--- src/rtl/prio_code_decoder.sv ---
// Priority-code to one-hot grant regenerator. Each grant is held for HOLD_CYCLES cycles,
// and a one-entry pending slot lets the next grant follow with no idle gap.
module prio_code_decoder #(
    parameter int unsigned HOLD_CYCLES = 4,
    parameter int unsigned CNT_W       = 8
) (
    input  logic       clk,
    input  logic       reset_n,
    input  logic [2:0] code_in,
    input  logic       code_valid,
    output logic       code_ready,
    output logic [3:0] grant,
    output logic       grant_active,
    output logic       done_tick,
    output logic       err_tick
);

    localparam int unsigned CODE_W  = 3;
    localparam int unsigned GRANT_W = 4;
    localparam logic [CNT_W-1:0] CNT_RELOAD = CNT_W'(HOLD_CYCLES - 1);

    typedef enum logic {
        ST_IDLE   = 1'b0,
        ST_ACTIVE = 1'b1
    } state_t;

    state_t             state, state_nxt;
    logic [CNT_W-1:0]   cnt, cnt_nxt;
    logic [GRANT_W-1:0] grant_nxt;
    logic [GRANT_W-1:0] pend_grant, pend_grant_nxt;
    logic               pend_vld, pend_vld_nxt;
    logic               done_nxt;
    logic               err_nxt;
    logic               accept;
    logic               code_legal;
    logic               code_illegal;
    logic [GRANT_W-1:0] code_dec;

    function automatic logic [GRANT_W-1:0] decode(input logic [CODE_W-1:0] c);
        logic [GRANT_W-1:0] g;
        case (c)
            3'd1:    g = 4'b0001;
            3'd2:    g = 4'b0010;
            3'd3:    g = 4'b0100;
            3'd4:    g = 4'b1000;
            default: g = 4'b0000;
        endcase
        return g;
    endfunction

    // A code is only accepted while the pending slot is empty.
    assign accept       = code_valid && !pend_vld;
    assign code_legal   = (code_in != 3'd0) && (code_in <= 3'd4);
    assign code_illegal = (code_in > 3'd4);
    assign code_dec     = decode(code_in);

    // Next-state and next-output logic.
    always_comb begin
        state_nxt      = state;
        cnt_nxt        = cnt;
        grant_nxt      = grant;
        pend_vld_nxt   = pend_vld;
        pend_grant_nxt = pend_grant;
        err_nxt        = accept && code_illegal;

        case (state)
            ST_IDLE: begin
                grant_nxt = '0;
                if (accept && code_legal) begin
                    grant_nxt = code_dec;
                    cnt_nxt   = CNT_RELOAD;
                    state_nxt = ST_ACTIVE;
                end
            end
            ST_ACTIVE: begin
                if (cnt == '0) begin
                    // Expiry: pending grant wins, else a same-edge legal code, else idle.
                    if (pend_vld) begin
                        grant_nxt    = pend_grant;
                        cnt_nxt      = CNT_RELOAD;
                        pend_vld_nxt = 1'b0;
                    end else if (accept && code_legal) begin
                        grant_nxt = code_dec;
                        cnt_nxt   = CNT_RELOAD;
                    end else begin
                        grant_nxt = '0;
                        cnt_nxt   = '0;
                        state_nxt = ST_IDLE;
                    end
                end else begin
                    cnt_nxt = cnt - CNT_W'(1);
                    if (accept && code_legal) begin
                        pend_vld_nxt   = 1'b1;
                        pend_grant_nxt = code_dec;
                    end
                end
            end
            default: begin
                grant_nxt = '0;
                cnt_nxt   = '0;
                state_nxt = ST_IDLE;
            end
        endcase

        done_nxt = (state_nxt == ST_ACTIVE) && (cnt_nxt == '0);
    end

    // State and registered outputs.
    always_ff @(posedge clk or negedge reset_n) begin
        if (!reset_n) begin
            state        <= ST_IDLE;
            cnt          <= '0;
            grant        <= '0;
            grant_active <= 1'b0;
            done_tick    <= 1'b0;
            err_tick     <= 1'b0;
            pend_vld     <= 1'b0;
            pend_grant   <= '0;
            code_ready   <= 1'b1;
        end else begin
            state        <= state_nxt;
            cnt          <= cnt_nxt;
            grant        <= grant_nxt;
            grant_active <= (grant_nxt != '0);
            done_tick    <= done_nxt;
            err_tick     <= err_nxt;
            pend_vld     <= pend_vld_nxt;
            pend_grant   <= pend_grant_nxt;
            code_ready   <= !pend_vld_nxt;
        end
    end

endmodule

--- config.mk ---
export PLATFORM = sky130hd
export DESIGN_NAME = prio_code_decoder
export DESIGN_NICKNAME = d
export VERILOG_FILES = /design/src/rtl/prio_code_decoder.sv
export SDC_FILE = /design/constraint.sdc
export NUM_CORES = 1
export LEC_CHECK = 0
export CORE_MARGIN = 8
export CORE_UTILIZATION = 35
export CTS_CLUSTER_SIZE = 8
export DETAILED_ROUTE_END_ITERATION = 10
export HOLD_SLACK_MARGIN = 0.1
export PLACE_DENSITY = 0.52
export SETUP_SLACK_MARGIN = 0.4
export SYNTH_ARGS = -nofsm -noshare
export SYNTH_HDL_FRONTEND = slang
export SYNTH_SLANG_ARGS = --single-unit
--- constraint.sdc ---
create_clock -name clk -period 2.41 [get_ports clk]
set_clock_uncertainty 0.1 [all_clocks]
set_input_delay 0.241 -clock clk [delete_from_list [all_inputs] [get_ports clk]]
set_output_delay 0.241 -clock clk [all_outputs]
set_load 0.01 [all_outputs]
# [After elaboration in Yosys (flattened, before gate mapping)]
# Cells that the tools add are included.
[word_totals] reg_bits=22 in_bits=6 out_inout_bits=8 elab_cells=47
[classes] add_sub_neg=1 order_cmp=2 eq_ne=4 muxes=17 n_bitwise=2 reduce_logical=12
[ops] cell="zero test 8 bit" n=2
[ops] cell="2-to-1 mux 8 bit" n=2
[ops] cell="case mux 4 bit (4 select lines)" n=1
[ops] cell="case mux 8 bit (2 select lines)" n=1
[ops] cell="2-to-1 mux 4 bit" n=3
[ops] cell="case mux 4 bit (2 select lines)" n=1
[ops] cell="subtractor 8 x 1 -> 8 bit, second input constant" n=1
[ops] cell="equality test 3 x 2 -> 1 bit, second input constant" n=2
[ops] cell="2-to-1 mux 1 bit" n=6
[ops] cell="logical AND 1 bit" n=5
[ops] cell="2-to-1 mux 2 bit" n=2
[ops] cell="nonzero test 4 bit" n=1
[ops] cell="equality test 3 x 1 -> 1 bit, second input constant" n=1
[ops] cell="equality test 3 bit, second input constant" n=1
[ops] cell="greater-than comparator 3 bit, second input constant" n=1
[ops] cell="<= comparator 3 bit, second input constant" n=1
[ops] cell="AND reduction 3 bit" n=1
[ops] cell="nonzero test 3 bit" n=1
[ops] cell="zero test 1 bit" n=2
[ops] cell="NOT 1 bit" n=2
[ops] cell="case mux 1 bit (2 select lines)" n=1

# [Depth between registers and ports, before layout]
# Gate-level depths: netlist (run 1).
[depth] word_depth=9 mapped_depth=9 ltp_nobuf=7

# [Worst setup path after synthesis (run 1)]
# OpenSTA, ideal clock, no wires.
[synth_path] path_type="flip-flop to flip-flop" start="register cnt[0]" end="register grant_active" setup_ps=138 arrival_time_ps=2137 required_ps=2172 path_slack_ps=35 stages_incl_launch_ff=8 path_buffers=1 period_less_slack_ps=2375 path_cell_list="dfrtp_1 inv_1 ha_1 or3b_1 buf_6 o21ai_2 mux2_2 or4_1"
[synth_between] elab_chain_len=4
[synth_rtl] element="start, declared" line_no="28" text="logic [CNT_W-1:0] cnt, cnt_nxt;"
[synth_rtl] element="start signal, assigned" line_no="122" text="cnt <= cnt_nxt;"
[synth_rtl] element="zero test 8 bit" line_no="76" text="if (cnt == '0) begin"
[synth_rtl] element="2-to-1 mux 4 bit" line_no="76"
[synth_rtl] element="case mux 4 bit (2 select lines)" line_no="66" text="case (state)"
[synth_rtl] element="via grant_nxt[2]" line_no="29" text="logic [GRANT_W-1:0] grant_nxt;"
[synth_rtl] element="nonzero test 4 bit" line_no="124" text="grant_active <= (grant_nxt != '0);"
[synth_rtl] element="end signal, assigned" line_no="124"
[synth_rtl] element="end, declared" line_no="13" text="output logic grant_active,"
# The timed path passes the listed nets, and every way through them passes these cells.
# A chain may end at the register's enable or synchronous reset.

# [Worst setup path after layout (run 1)]
[layout_path] start="register cnt[1]" end="register done_tick"
[layout_between] elab_chain_len=5 elab_cells_between_ends=9 cone_classes="1 x add/sub; 5 x mux; 3 x reduce/logical"
[layout_rtl] element="subtractor 8 x 1 -> 8 bit or zero test 8 bit (tied branches)" line_no="91, 76"
[layout_rtl] element="2-to-1 mux 8 bit" line_no="76"
[layout_rtl] element="case mux 8 bit (2 select lines)" line_no="66"
[layout_rtl] element="zero test 8 bit" line_no="105" text="done_nxt = (state_nxt == ST_ACTIVE) && (cnt_nxt == '0);"
[layout_rtl] element="logical AND 1 bit (*)" line_no="105"
[layout_rtl] element="via done_nxt" line_no="32" text="logic done_nxt;"
[layout_rtl] element="end signal, assigned" line_no="125" text="done_tick <= done_nxt;"
[layout_rtl] element="end, declared" line_no="14" text="output logic done_tick,"
# Mark *: on every way through the listed nets, which the timed path passes. The rest lies on a longest branch.

==> results.toml, run 1 <==
[placement]
io_buffers = 13
place.gp.congestion = 0.8231
dp_hpwl_mm = 2.230
place_area_sq_um = 1508
place_ws_ns = -0.2577
post-place-cells = 189

[timing]
hold_violations = 0
rsz0062_at_grt = "yes"
fin_hold_ws_ns = 0.1015
setup_ws_ns = 0.09867
tns_ns = 0
min_period_ns = 2.311
fmax_mhz = 432.7
finalCritPeriodShare_pct = 95.91
finalSetupViolCount = 0
worst_slew_pin_slew_ns = 0.6114
relSlewSlack_pct = 59.24
final_max_slew_viol_count = 0

[synth]
synthTopCellsByArea = "dfrtp_1, mux2_2, a21oi_1"
synth-seq-cells = 22
syn-num-nets = 123
synth_top_area_share_pct = 44.97
syn_inst = 114
async_reset_ff_share_pct = 100.0
postSynthAreaPerCell_sq_um = 10.25
synth_flop_cell = "dfrtp_1"
synth-edff-count = 0
synth_warnings = 0
ys_seq_area_share_pct = 47.22
ys_types = 38
post-synth-top-area-cell = "dfrtp_1"
synth_area_sq_um = 1169

[hold_path]
hold_path.class = "in -> async"

[global_routing]
grtUsageMet3_pct = 2.319
grt_max_degree = 15
grt_overflow = 0
antenna_found_initial = 0
grt_pass1_vias = 1135
use_met1_pct = 15.12
grt_most_used_layer = "met2"
grt_use_total_pct = 12.31
met2_usage_pct = 20.57
grt_pass1_wl_mm = 5.271

[layout]
area_growth_pct = 50.43
layout.cells.non_filler = 202
drive_gt1_share_pct = 39.74
finalNetCount = 166
fin_area_sq_um = 1758
antenna_cells = 0
finish.utilization_pct = 53.52

[detailed_routing]
drt_iter0_drc = 69
drc = 0
drt-wirelength-per-cell_microns = 15.49
vias_per_cell = 5.272
ant_nets = 0
first_pass_iters = 4
vias = 1065
routed_wl_mm = 3.128

[run_status]
status = "finished, final reports clean"

[worst_setup_path]
cp-end-kind = "register"
rr_endpoint = "done_tick"
reg2reg_from = "cnt[1]"
r2r_slack_ns = 0.1
start_kind = "register"
worst_setup_path_startpoint = "cnt[1]"
path_max_fanout = 6
rr_worst_depth = 7
crit_arrival_ns = 2.45
path_class = "reg -> reg"
crit_path_end = "done_tick"
cp.required_ns = 2.55

[power_and_ir_drop]
power.total_mw = 1.811
peakVddDrop_v = 0.0004588
p_per_area_nw_per_um2 = 1030
leakage_nw = 0.7479

[clocking]
cts.path.max_buffers = 2
cts_made_buffers = 3
cts.reportedPaths.clkPinSlew_ns = 0.13
clkLatencyLatePin_ns = 0.31
cts_max_level = 1
clockRootBuffer = "clkbuf_4"
cts_tree = "built"
ctsHoldBuffers = 0
clkSinkCount = 22

[floorplan]
start_util_pct = 35.58
die_h_microns = 73.79
die_area_sq_um = 5444
die-width_microns = 73.79
coreArea_sq_um = 3284
ioPinCount = 14
placementRows = 21

[run]
drv_cap = 0
-- how the worst min path moves through the flow --
| stage | end | slack [ns] | cells after the start |
|---|---|---|---|
| 3_3_place_gp | pend_grant[2] | 0.37 | 2 |
| 3_5_place_dp | pend_grant[0] | 0.40 | 1 |
| 5_1_grt | cnt[6] | 0.14 | 1 |
| 2_1_floorplan | cnt[0] | -0.15 | 0 |
| 4_1_cts | cnt[6] | 0.12 | 1 |
| 6_report | cnt[4] | 0.10 | 1 |
-- kinds of logic after synthesis --
kind of cell / count (synthesis) / synth area share [%]
and+or+nand+nor: 45 / 23.23
AOI/OAI and AO/OA: 27 / 16.81
DFF: 22 / 47.22
buffers and inverters: 12 / 4.925
muxes: 4 / 3.854
adders and majority gates: 3 / 3.212
xor gates and xnor gates: 1 / 0.7496
-- synthesized netlist by cell type (3+ instances only) --
master,count
dfrtp_1,21
a21oi_1,8
nand2_1,7
nor2_1,7
inv_1,5
nor3_1,5
clkbuf_1,4
mux2_2,4
o21ai_0,4
a32oi_1,3
ha_1,3
nand3b_1,3
nor3b_1,3
or3_1,3
or4_1,3
-- where the power goes --
group / switching, mW / internal [mW]
Clock: 0.120 / 0.168
Sequential: 0.115 / 0.504
Combinational: 0.420 / 0.483
Total: 0.655 / 1.16
-- flip-flops by register name, summed over array words and instances (netlist names) --
name / count
code_ready: 1
grant_active: 1
state: 1
done_tick: 1
grant: 4
pend_grant: 4
cnt: 8
err_tick: 1
pend_vld: 1
-- worst max-delay path, stage by stage (launching register included) --
cell and delay (ns):
dfrtp_1 0.40, inv_1 0.06, ha_2 0.17, or3b_4 0.43
o21ai_4 0.28, nor2_1 0.11, or4b_4 0.56, nor4_4 0.13
-- layer usage --
metal | part of all wire (%) | vias to the layer above | wire length [microns]
li1 | - | 509 | -
met1 | 45 | 533 | 1422
met2 | 49 | 18 | 1536
met3 | 3.8 | 5 | 120
met4 | 1.6 | 0 | 49
met5 | 0 | - | 0
-- repair_timing --
action	in CTS	in global routing
pin swaps	6	2
buffers inserted	7	2
hold endpoints to repair	0	0
gates resized for setup	10	19
endpoints found under the setup margin	12	13
-- layout by cell type, fill, tap and decap left out, drive strengths merged, types with 4 or more instances in the layout --
| master | synthesis | final |
|---|---|---|
| nand2 | 7 | 7 |
| o21ai | 5 | 5 |
| a21oi | 8 | 8 |
| clkdlybuf4s50 | 0 | 11 |
| nor3 | 5 | 5 |
| mux2 | 4 | 4 |
| buf | 3 | 32 |
| nor2 | 7 | 7 |
| inv | 5 | 5 |
| dfrtp | 21 | 21 |
-- cell type report --
class / count / area [sq um]
well taps: 46 / 57.56
clock buffers: 3 / 22.52
inverters: 5 / 18.77
multi-input cells: 80 / 686.9
flip-flops and latches: 22 / 551.8
fillers: 300 / 1526
repair buffers: 45 / 390.4
clock inverters: 1 / 30.03
Note: power is estimated with default switching activity, not from simulation.
==> run 2, diff against run 1 <==
PLACE_DENSITY = 0.5   (was 0.52)
clock period = 2.2 ns   (was 2.41 ns; I/O delays follow)
==> run 2 against run 1 <==
- the flow now finishes with violations (setup timing)
- global-route usage rose by 0.75 points
- wire length rose by 9.4%
- utilization rose by 3.5 points
- critical path depth did not move
- non-clock buffer count rose by 6
- design area rose by 6.5%
- sequential share of layout area fell by 1.9 points
==> results.toml, run 2 (synthesis gave the netlist of run 1 again) <==
[timing]
tns_ns = -0.2616
fmax_mhz = 426.4
finalSetupViolCount = 2
min_period_ns = 2.345
hold_violations = 0
worst_slew_pin_slew_ns = 0.5287
relSlewSlack_pct = 64.75
rsz0062_at_grt = "yes"
setup_ws_ns = -0.1453
final_max_slew_viol_count = 0
finalCritPeriodShare_pct = 106.6

[layout]
antenna_cells = 0
largestRegisters = "cnt (8), grant (4), pend_grant (4)"
largest_register_ff_count = 8
drive_gt1_share_pct = 47.53
layout_commonest_cell = "buf_4"
layout_common_cells = "buf_4, dfrtp_1, clkdlybuf4s50_1, buf_6, nand2_1"
regMostFlops = "cnt"
area_growth_pct = 60.28
finalNetCount = 172
nFillCells = 298

[clocking]
ctsHoldBuffers = 0
clockRootBuffer = "clkbuf_4"
cts.reportedPaths.clkPinSlew_ns = 0.13
clkLatencyLatePin_ns = 0.32
cts_tree = "built"
cts_made_buffers = 3
cts_max_level = 1
cts.path.max_buffers = 2
clkSinkCount = 22

[detailed_routing]
drt_iter0_drc = 42
vias = 1093
ant_nets = 0
vias_per_cell = 5.255
drc = 0
first_pass_iters = 4
routed_wl_mm = 3.423
drt-wirelength-per-cell_microns = 16.46

[global_routing]
grt_max_degree = 23
grt_overflow = 0
grt_pass1_vias = 1151
grt_use_total_pct = 13.06
grt_pass1_wl_mm = 5.457
antenna_found_initial = 0

[worst_setup_path]
crit_buf_inv = 1
cp.required_ns = 2.33
path_max_fanout = 4
critPathSlowestCell = "or4b_1"
cp-end-kind = "register"
crit_chain = "inv_1, ha_2, or3b_4, o311ai_4, o311ai_2, or4b_1, nor4_2"
worst_path_dominant_cell_family = "simple AND/OR/NAND/NOR gates"
slowest_delay_ns = 0.53
path_class = "reg -> reg"
start_kind = "register"
crit_arrival_ns = 2.48

[placement]
io_buffers = 13
place_ws_ns = -0.4231
place.gp.congestion = 0.8347
dp_hpwl_mm = 2.160

[floorplan]
start_util_pct = 35.58
die-width_microns = 73.79
coreArea_sq_um = 3284
die_h_microns = 73.79
die_area_sq_um = 5444
ioPinCount = 14
placementRows = 21

[power_and_ir_drop]
p_int_mw = 1.314
switching_share_pct = 37.63
peakVddDrop_v = 0.0004947
pwr-share-seq_pct = 31.1
clkPwrFrac_pct = 11.2
leakage_nw = 0.8044
p_per_area_nw_per_um2 = 1125
pwr-share-comb_pct = 57.6
switchingPower_mw = 0.7926

[run]
drv_cap = 0

[run_status]
violations = "setup timing"
status = "finished, violations left"

[hold_path]
hold_path.class = "in -> async"
[run 2: changes by cell type in the layout (fill, tap and decap cells not counted), sizes merged]
cell          before  now
buf               32   38
bufinv             1    0
clkbuf             3    4
dlygate4sd2        1    2
dlymetal6s2s       1    0
[run 2: final timing paths]
| check | cells after the start | startpoint | slack, ns | end |
|---|---|---|---|---|
| max | 7 | cnt[1] | -0.15 | done_tick |
| min | 2 | reset_n | 0.13 | state |
| max in group asynchronous | 2 | reset_n | 1.59 | code_ready |
| min in group clk | 4 | code_in[0] | 0.36 | pend_grant[2] |
| max reg2reg | 7 | cnt[1] | -0.15 | done_tick |
| min reg2reg | 2 | pend_grant[2] | 0.41 | pend_grant[2] |
[run 2: cell type report]
cell class / count / area [sq um] / share of cell area, %
clock buffer: 4 / 36.28 / 1.937
inverter: 5 / 18.77 / 1.002
multi-input combinational: 80 / 754.5 / 40.28
sequential: 22 / 551.8 / 29.46
tap: 46 / 57.56 / 3.073
timing repair buffer: 51 / 454.2 / 24.25
[run 2: metrics by stage]
step / utilization (%) / total power [mW] / cell area (sq um) / hold slack (ns) / std cells
finish: 57.03 / 2.107 / 1873 / 0.1291 / 208
global route: 57.03 / 2.235 / 1873 / 0.1767 / 208
CTS: 54.13 / 1.992 / 1778 / 0.1402 / 206
detailed placement: 46.97 / 1.553 / 1543 / 0.3740 / 193
global placement: 46.97 / 1.548 / 1543 / 0.3716 / 193
floorplan: - / 1.130 / 1196 / -0.1756 / 114
[run 2: power groups by stage]
stage / Clock (mW) / Sequential [mW] / Combinational [mW]
after floorplan: 0 / 0.683 / 0.446
after global placement: 0 / 0.644 / 0.903
after detailed placement: 0 / 0.648 / 0.905
after CTS: 0.238 / 0.644 / 1.11
after global routing: 0.258 / 0.669 / 1.31
final: 0.237 / 0.656 / 1.21
[run 2: what timing repair did]
item | CTS | global route
pin swaps | 7 | 7
cloned | 0 | 0
setup endpoints to repair | 19 | 17
setup buffers | 9 | 2
gates resized for setup | 29 | 19
[run 2: worst reg2reg max path: stages (launching register included)]
cell	delay (ns)
dfrtp_1	0.40
inv_1	0.06
ha_2	0.17
or3b_4	0.43
o311ai_4	0.25
o311ai_2	0.16
or4b_1	0.53
nor4_2	0.16
[run 2: routing by layer]
layer | track usage [%] | share of wire [%] | vias up
met5 | 0 | 0 | -
met4 | 6.430 | 1.6 | 0
met3 | 3.274 | 3.7 | 5
met2 | 22.15 | 52 | 10
met1 | 14.77 | 42 | 560
li1 | - | - | 518
==> run 3, diff against run 2 <==
CTS_CLUSTER_DIAMETER = 150   (was not set)
SLEW_MARGIN = 10   (was not set)
==> results of run 3 <==
The final DEF is identical to that of run 2; final timing and power are the same.
